==> config.mk <==
export PLATFORM = sky130hd
export DESIGN_NAME = frame_buffer
export DESIGN_NICKNAME = d
export VERILOG_FILES = /design/src/rtl/frame_buffer.sv
export SDC_FILE = /design/constraint.sdc
export NUM_CORES = 2
export LEC_CHECK = 0
export CORE_ASPECT_RATIO = 0.5
export CORE_UTILIZATION = 45
export DETAILED_ROUTE_END_ITERATION = 12
export PLACE_DENSITY_LB_ADDON = 0.12
export SETUP_SLACK_MARGIN = 0.15
export SLEW_MARGIN = 25
export SYNTH_ARGS = -nofsm -noshare
export SYNTH_HDL_FRONTEND = slang
export SYNTH_SLANG_ARGS = --single-unit
==> constraint.sdc <==
create_clock -name clk -period 3.2 [get_ports clk]
set_input_delay 0.8 -clock clk [delete_from_list [all_inputs] [get_ports clk]]
set_output_delay 0.8 -clock clk [all_outputs]
set_load 0.01 [all_outputs]
==> src/rtl/frame_buffer.sv <==
// Double-buffered byte frame store: fills the write bank, swaps it to the reader when a frame completes.
// Read data is registered (one cycle after addr); input has no back-pressure, so bytes are dropped in HUNT/WAIT_SWAP.
module frame_buffer #(
  parameter int FRAME_LEN  = 116,
  parameter int ADDR_WIDTH = 8
) (
  input  logic                  clk,
  input  logic                  rst,
  input  logic                  in_valid,
  input  logic [7:0]            in_data,
  input  logic                  in_sof,
  input  logic [ADDR_WIDTH-1:0] addr,
  output logic [7:0]            data,
  input  logic                  drop,
  input  logic                  rd_lock,
  output logic                  frame_valid,
  output logic [7:0]            frame_seq,
  output logic [7:0]            discard_cnt
);

  localparam int IDX_W = (FRAME_LEN > 1) ? $clog2(FRAME_LEN) : 1;
  localparam logic [ADDR_WIDTH-1:0] LAST = ADDR_WIDTH'(FRAME_LEN - 1);
  localparam logic [ADDR_WIDTH-1:0] LEN  = ADDR_WIDTH'(FRAME_LEN);

  typedef enum logic [1:0] {HUNT, FILL, WAIT_SWAP} state_t;

  state_t                  state, state_nxt;
  logic [ADDR_WIDTH-1:0]   wr_ptr, ptr_nxt, wr_off;
  logic                    rd_bank, drop_q, abort;
  logic                    wr_en, done, swap, discard;
  logic [7:0]              mem [2][FRAME_LEN];

  assign abort = (drop != drop_q);

  always_comb begin
    state_nxt = state;
    ptr_nxt   = wr_ptr;
    wr_off    = wr_ptr;
    wr_en     = 1'b0;
    done      = 1'b0;
    swap      = 1'b0;
    discard   = 1'b0;
    if (abort) begin
      state_nxt = HUNT;
      ptr_nxt   = '0;
    end else begin
      unique case (state)
        HUNT: begin
          if (in_valid && in_sof) begin
            wr_en     = 1'b1;
            wr_off    = '0;
            ptr_nxt   = ADDR_WIDTH'(1);
            state_nxt = FILL;
            done      = (LAST == '0);
          end
        end
        FILL: begin
          if (in_valid) begin
            wr_en = 1'b1;
            // A byte landing on the last offset completes the frame even if it carries sof
            if (wr_ptr == LAST) begin
              done = 1'b1;
            end else if (in_sof) begin
              wr_off  = '0;
              ptr_nxt = ADDR_WIDTH'(1);
            end else begin
              ptr_nxt = wr_ptr + 1'b1;
            end
          end
        end
        WAIT_SWAP: begin
          discard = in_valid;
          if (!rd_lock) begin
            swap      = 1'b1;
            state_nxt = HUNT;
          end
        end
        default: state_nxt = HUNT;
      endcase
      if (done) begin
        ptr_nxt = '0;
        if (rd_lock) begin
          state_nxt = WAIT_SWAP;
        end else begin
          swap      = 1'b1;
          state_nxt = HUNT;
        end
      end
    end
  end

  always_ff @(posedge clk) begin
    if (rst) begin
      state       <= HUNT;
      wr_ptr      <= '0;
      rd_bank     <= 1'b0;
      frame_valid <= 1'b0;
      frame_seq   <= 8'h00;
      discard_cnt <= 8'h00;
      data        <= 8'h00;
      drop_q      <= drop;
    end else begin
      state  <= state_nxt;
      wr_ptr <= ptr_nxt;
      drop_q <= drop;
      if (swap) begin
        rd_bank     <= ~rd_bank;
        frame_valid <= 1'b1;
        frame_seq   <= frame_seq + 8'd1;
      end
      if (discard && discard_cnt != 8'hFF)
        discard_cnt <= discard_cnt + 8'd1;
      // Uses the pre-swap bank on a swap edge
      data <= (addr < LEN) ? mem[rd_bank][addr[IDX_W-1:0]] : 8'h00;
    end
  end

  always_ff @(posedge clk) begin
    if (!rst && wr_en)
      mem[~rd_bank][wr_off[IDX_W-1:0]] <= in_data;
  end

endmodule

==> summary.txt <==
Floorplanning
  • Full die area: 166000 um^2
  • # rows: 104
  • Initial core utilization: 0.457
  • Die height: 289 um
  • IO Pins: 47
  • Core ar.: 162000 um^2
  • Die width: 576 um

Synth
  • Number of synthesized register bits: 1894
  • Post-Synth Adder-Cell Area: 0.000507
  • Synthesized instance count: 3456
  • Netlist cell types: 73
  • Synth Flop Type: edfxtp_1
  • Syn_nets: 3481
  • Cell Area, Synth: 74000 um^2
  • Compound-cell area share of the yosys netlist: 0.0175
  • Post-synthesis mux area share: 0.168
  • Xor/xnor share of the synthesized area: 0.00248
  • YS warnings: 0
  • Fraction of the mapped netlist area in simple logic gates: 0.0303
  • Avg Inst Size Synth: approximately 21 um^2
  • Post-synth ARST share: 0
  • Synth area leader: edfxtp_1
  • Top-area cell type share of the netlist area: 0.753
  • Synth area leaders: edfxtp_1 75%, mux4_2 14%, mux2i_1 1.6%
  • Largest family of logic cells by synthesized area: multiplexers
  • Number of synthesized flops with an enable pin: between 1500 and 2000
  • Sequential fraction of the synthesis area: 0.763

Critical path
  • Critical Path RT: slightly below 4 ns
  • CP Launch Type: register
  • Crit path capture type: register
  • Critical path arrival: between 3 and 4 ns
  • Class of the most critical setup path: register to register
  • Maximum net fanout on the critical path: 7

Finish
  • FILL cells: 12500
  • Final nets: 4222
  • P&R area growth vs syn: 19.5%
  • Proportion of layout cells with a drive suffix above 1: 0.350
  • N_diodes: 0
  • Fin util: 0.546
  • Fin cells: 6494
  • FF+latch area: 56500 um^2
  • Final Cell Area: 88500 um^2
  • Area of the multi-input gates: 16500 um^2

Timing
  • Setup TNS: 0 ns
  • Unrepaired setup endpoints after global routing: true
  • Fin Clk Skew: 0.0558 ns
  • Final min period: between 3 and 4 ns
  • Worst-margin pin slew: between 0.7 and 0.8 ns
  • Fmax: 317 MHz
  • Setup violators final: 0
  • Tcrit/Tclk final: 0.985
  • Final Slew Violations: 0
  • Final hold violation count: 0
  • Slew HR: 0.472

Global routing
  • First-pass GRT wire length: 289000 um
  • Number of global-route vias before repair: 38300
  • Grt ovf: 0
  • Largest net degree at the start of global routing: 113
  • Initial antenna violation count: 7
  • Total GRT Usage: 0.247

Clock tree
  • Htree depth: 4
  • Post-CTS Hold Fix Bufs: 0
  • Worst-path clk slew: 0.07 ns
  • Clk_lat worst skew: 0.82 ns
  • CTS buffer count: 173
  • Clk buf depth: 4
  • CTS Sinks: 1894
  • CTS tree: built
  • Clock root cell: clkbuf_16

Routing
  • Post-route DRC: 0
  • Final WL: 204000 um
  • Routed len/inst: 31.5 um
  • Via count: between 30000 and 40000
  • Vias per cell: roughly 5.9
  • Remaining antenna violation count: 0
  • DRT iter0 DRCs: between 4000 and 5000
  • Pre-antenna DRT Iters: 5

Placement
  • I/O Buffers: 46
  • Placer's final routability congestion estimate: 0.894
  • Dpl cells: 6141
  • Placed Area: about 82000 um^2
  • Hpwl dp: 134000 um

Power and ir drop
  • Power Density: 558 nW/um^2
  • Total power draw: 49.4 mW
  • Worst vdd ir: 457 uV
  • Lkg Pwr: roughly 29 nW

Hold path
  • HP Class: primary input to register

Run
  • Max-cap violations: 0

Status
  • Outcome: completed
-- layout by cell type, fill, tap and decap left out, drive strengths merged, types with 7 or more instances in the layout --
master / instances
o221ai: 7
nor2: 295
nand3: 32
clkdlybuf4s50: 34
clkbuf: 214
o211ai: 9
a21oi: 25
bufinv: 11
or3: 8
buf: 726
a31oi: 17
nor2b: 11
mux2i: 120
nand4: 17
o21ai: 26
a32oi: 18
xor2: 13
nand2: 114
edfxtp: 1856
mux4: 494
inv: 11
dfxtp: 38
clkinv: 71
o22ai: 25
a22oi: 24
nor3: 14
xnor2: 8
-- cells in the mapped netlist, drive strengths merged, types with 4 or more instances --
cell / n
mux4: 494
a31oi: 17
inv: 8
o211ai: 9
nand2: 114
nor2b: 11
a221oi: 6
o221ai: 7
nor3b: 4
dfxtp: 38
a21oi: 25
nor4: 4
nor2: 295
or3: 8
buf: 129
nand2b: 5
nand3: 32
edfxtp: 1856
o21ai: 26
nor3: 14
xnor2: 8
o22ai: 25
a22oi: 24
nand4: 17
mux2i: 120
xor2: 13
a32oi: 18
mux2: 5
clkbuf: 73
and2: 6
-- cell families after synthesis --
| logic type | after synthesis |
|---|---|
| AO/OA/AOI/OAI | 184 |
| XOR/XNOR | 21 |
| adder cells (fa/ha/maj) | 3 |
| buffers and inverters | 210 |
| flip-flops | 1894 |
| multiplexers | 619 |
| AND/OR/NAND/NOR | 525 |
-- layout make-up --
class                      count  share of cell area
multi-input combinational   1352               0.187
clock buffer                 208              0.0514
inverter                       8            0.000424
sequential                  1894               0.639
tap                         2173              0.0307
timing repair buffer         768              0.0832
clock inverter                91             0.00867
-- sequential cells by signal (all words and copies together) (netlist names), 2 cells and up, named ones only --
register and flops:
discard_cnt 8, data 8, state 2, mem 1856
wr_ptr 8, frame_seq 8
-- repair_timing --
| action | in CTS | in global routing |
|---|---|---|
| setup buffers | 19 | 25 |
| endpoints found under the setup margin | 827 | 503 |
| pin swaps | 5 | 9 |
| resized for setup | 37 | 51 |
| gates cloned | 6 | 4 |
-- final timing paths --
path                            slack, ns          end         from  cells after the start
worst min-delay path                 0.24  mem[0][640]   in_data[0]                      1
worst min register to register       0.47  frame_valid  frame_valid                      2
worst max-delay path                 0.05      data[2]     register                     11
worst max register to register       0.05      data[2]     register                     11
-- report_power, final --
part | switching, mW | total (mW) | internal, mW | leakage, nW
combinational | 1.36 | 2.09 | 0.735 | 8.99
clock | 9.06 | 20.1 | 11.0 | 2.61
sequential | 0.0122 | 27.2 | 27.2 | 17.0
-- routing by layer --
layer,vias up,share of wire,GRT usage
met5,-,0,0
met4,0,0.019,0.0469
met3,233,0.088,0.0559
met2,1578,0.46,0.382
met1,20600,0.43,0.366
li1,15900,-,-
-- worst max-delay path, stage by stage (launching register included) --
cell and delay (ns):
dfxtp_4 0.38, buf_12 0.16, buf_4 0.15, clkbuf_16 0.15, buf_4 0.13, buf_4 0.18
mux4_2 0.57, mux4_2 0.47, mux2i_1 0.19, nor2_1 0.10, nor4_4 0.47, a21oi_1 0.08
-- through the flow --
| step | worst slack, ns | hold WS [ns] |
|---|---|---|
| final | 0.0491 | 0.242 |
| after global placement | -0.781 | 0.450 |
| after global routing | 0.00548 | 0.208 |
| after detailed placement | -0.751 | 0.463 |
| after floorplan | 0.132 | 0.457 |
| after CTS | 0.119 | 0.197 |
(Power assumes the default switching activity.)
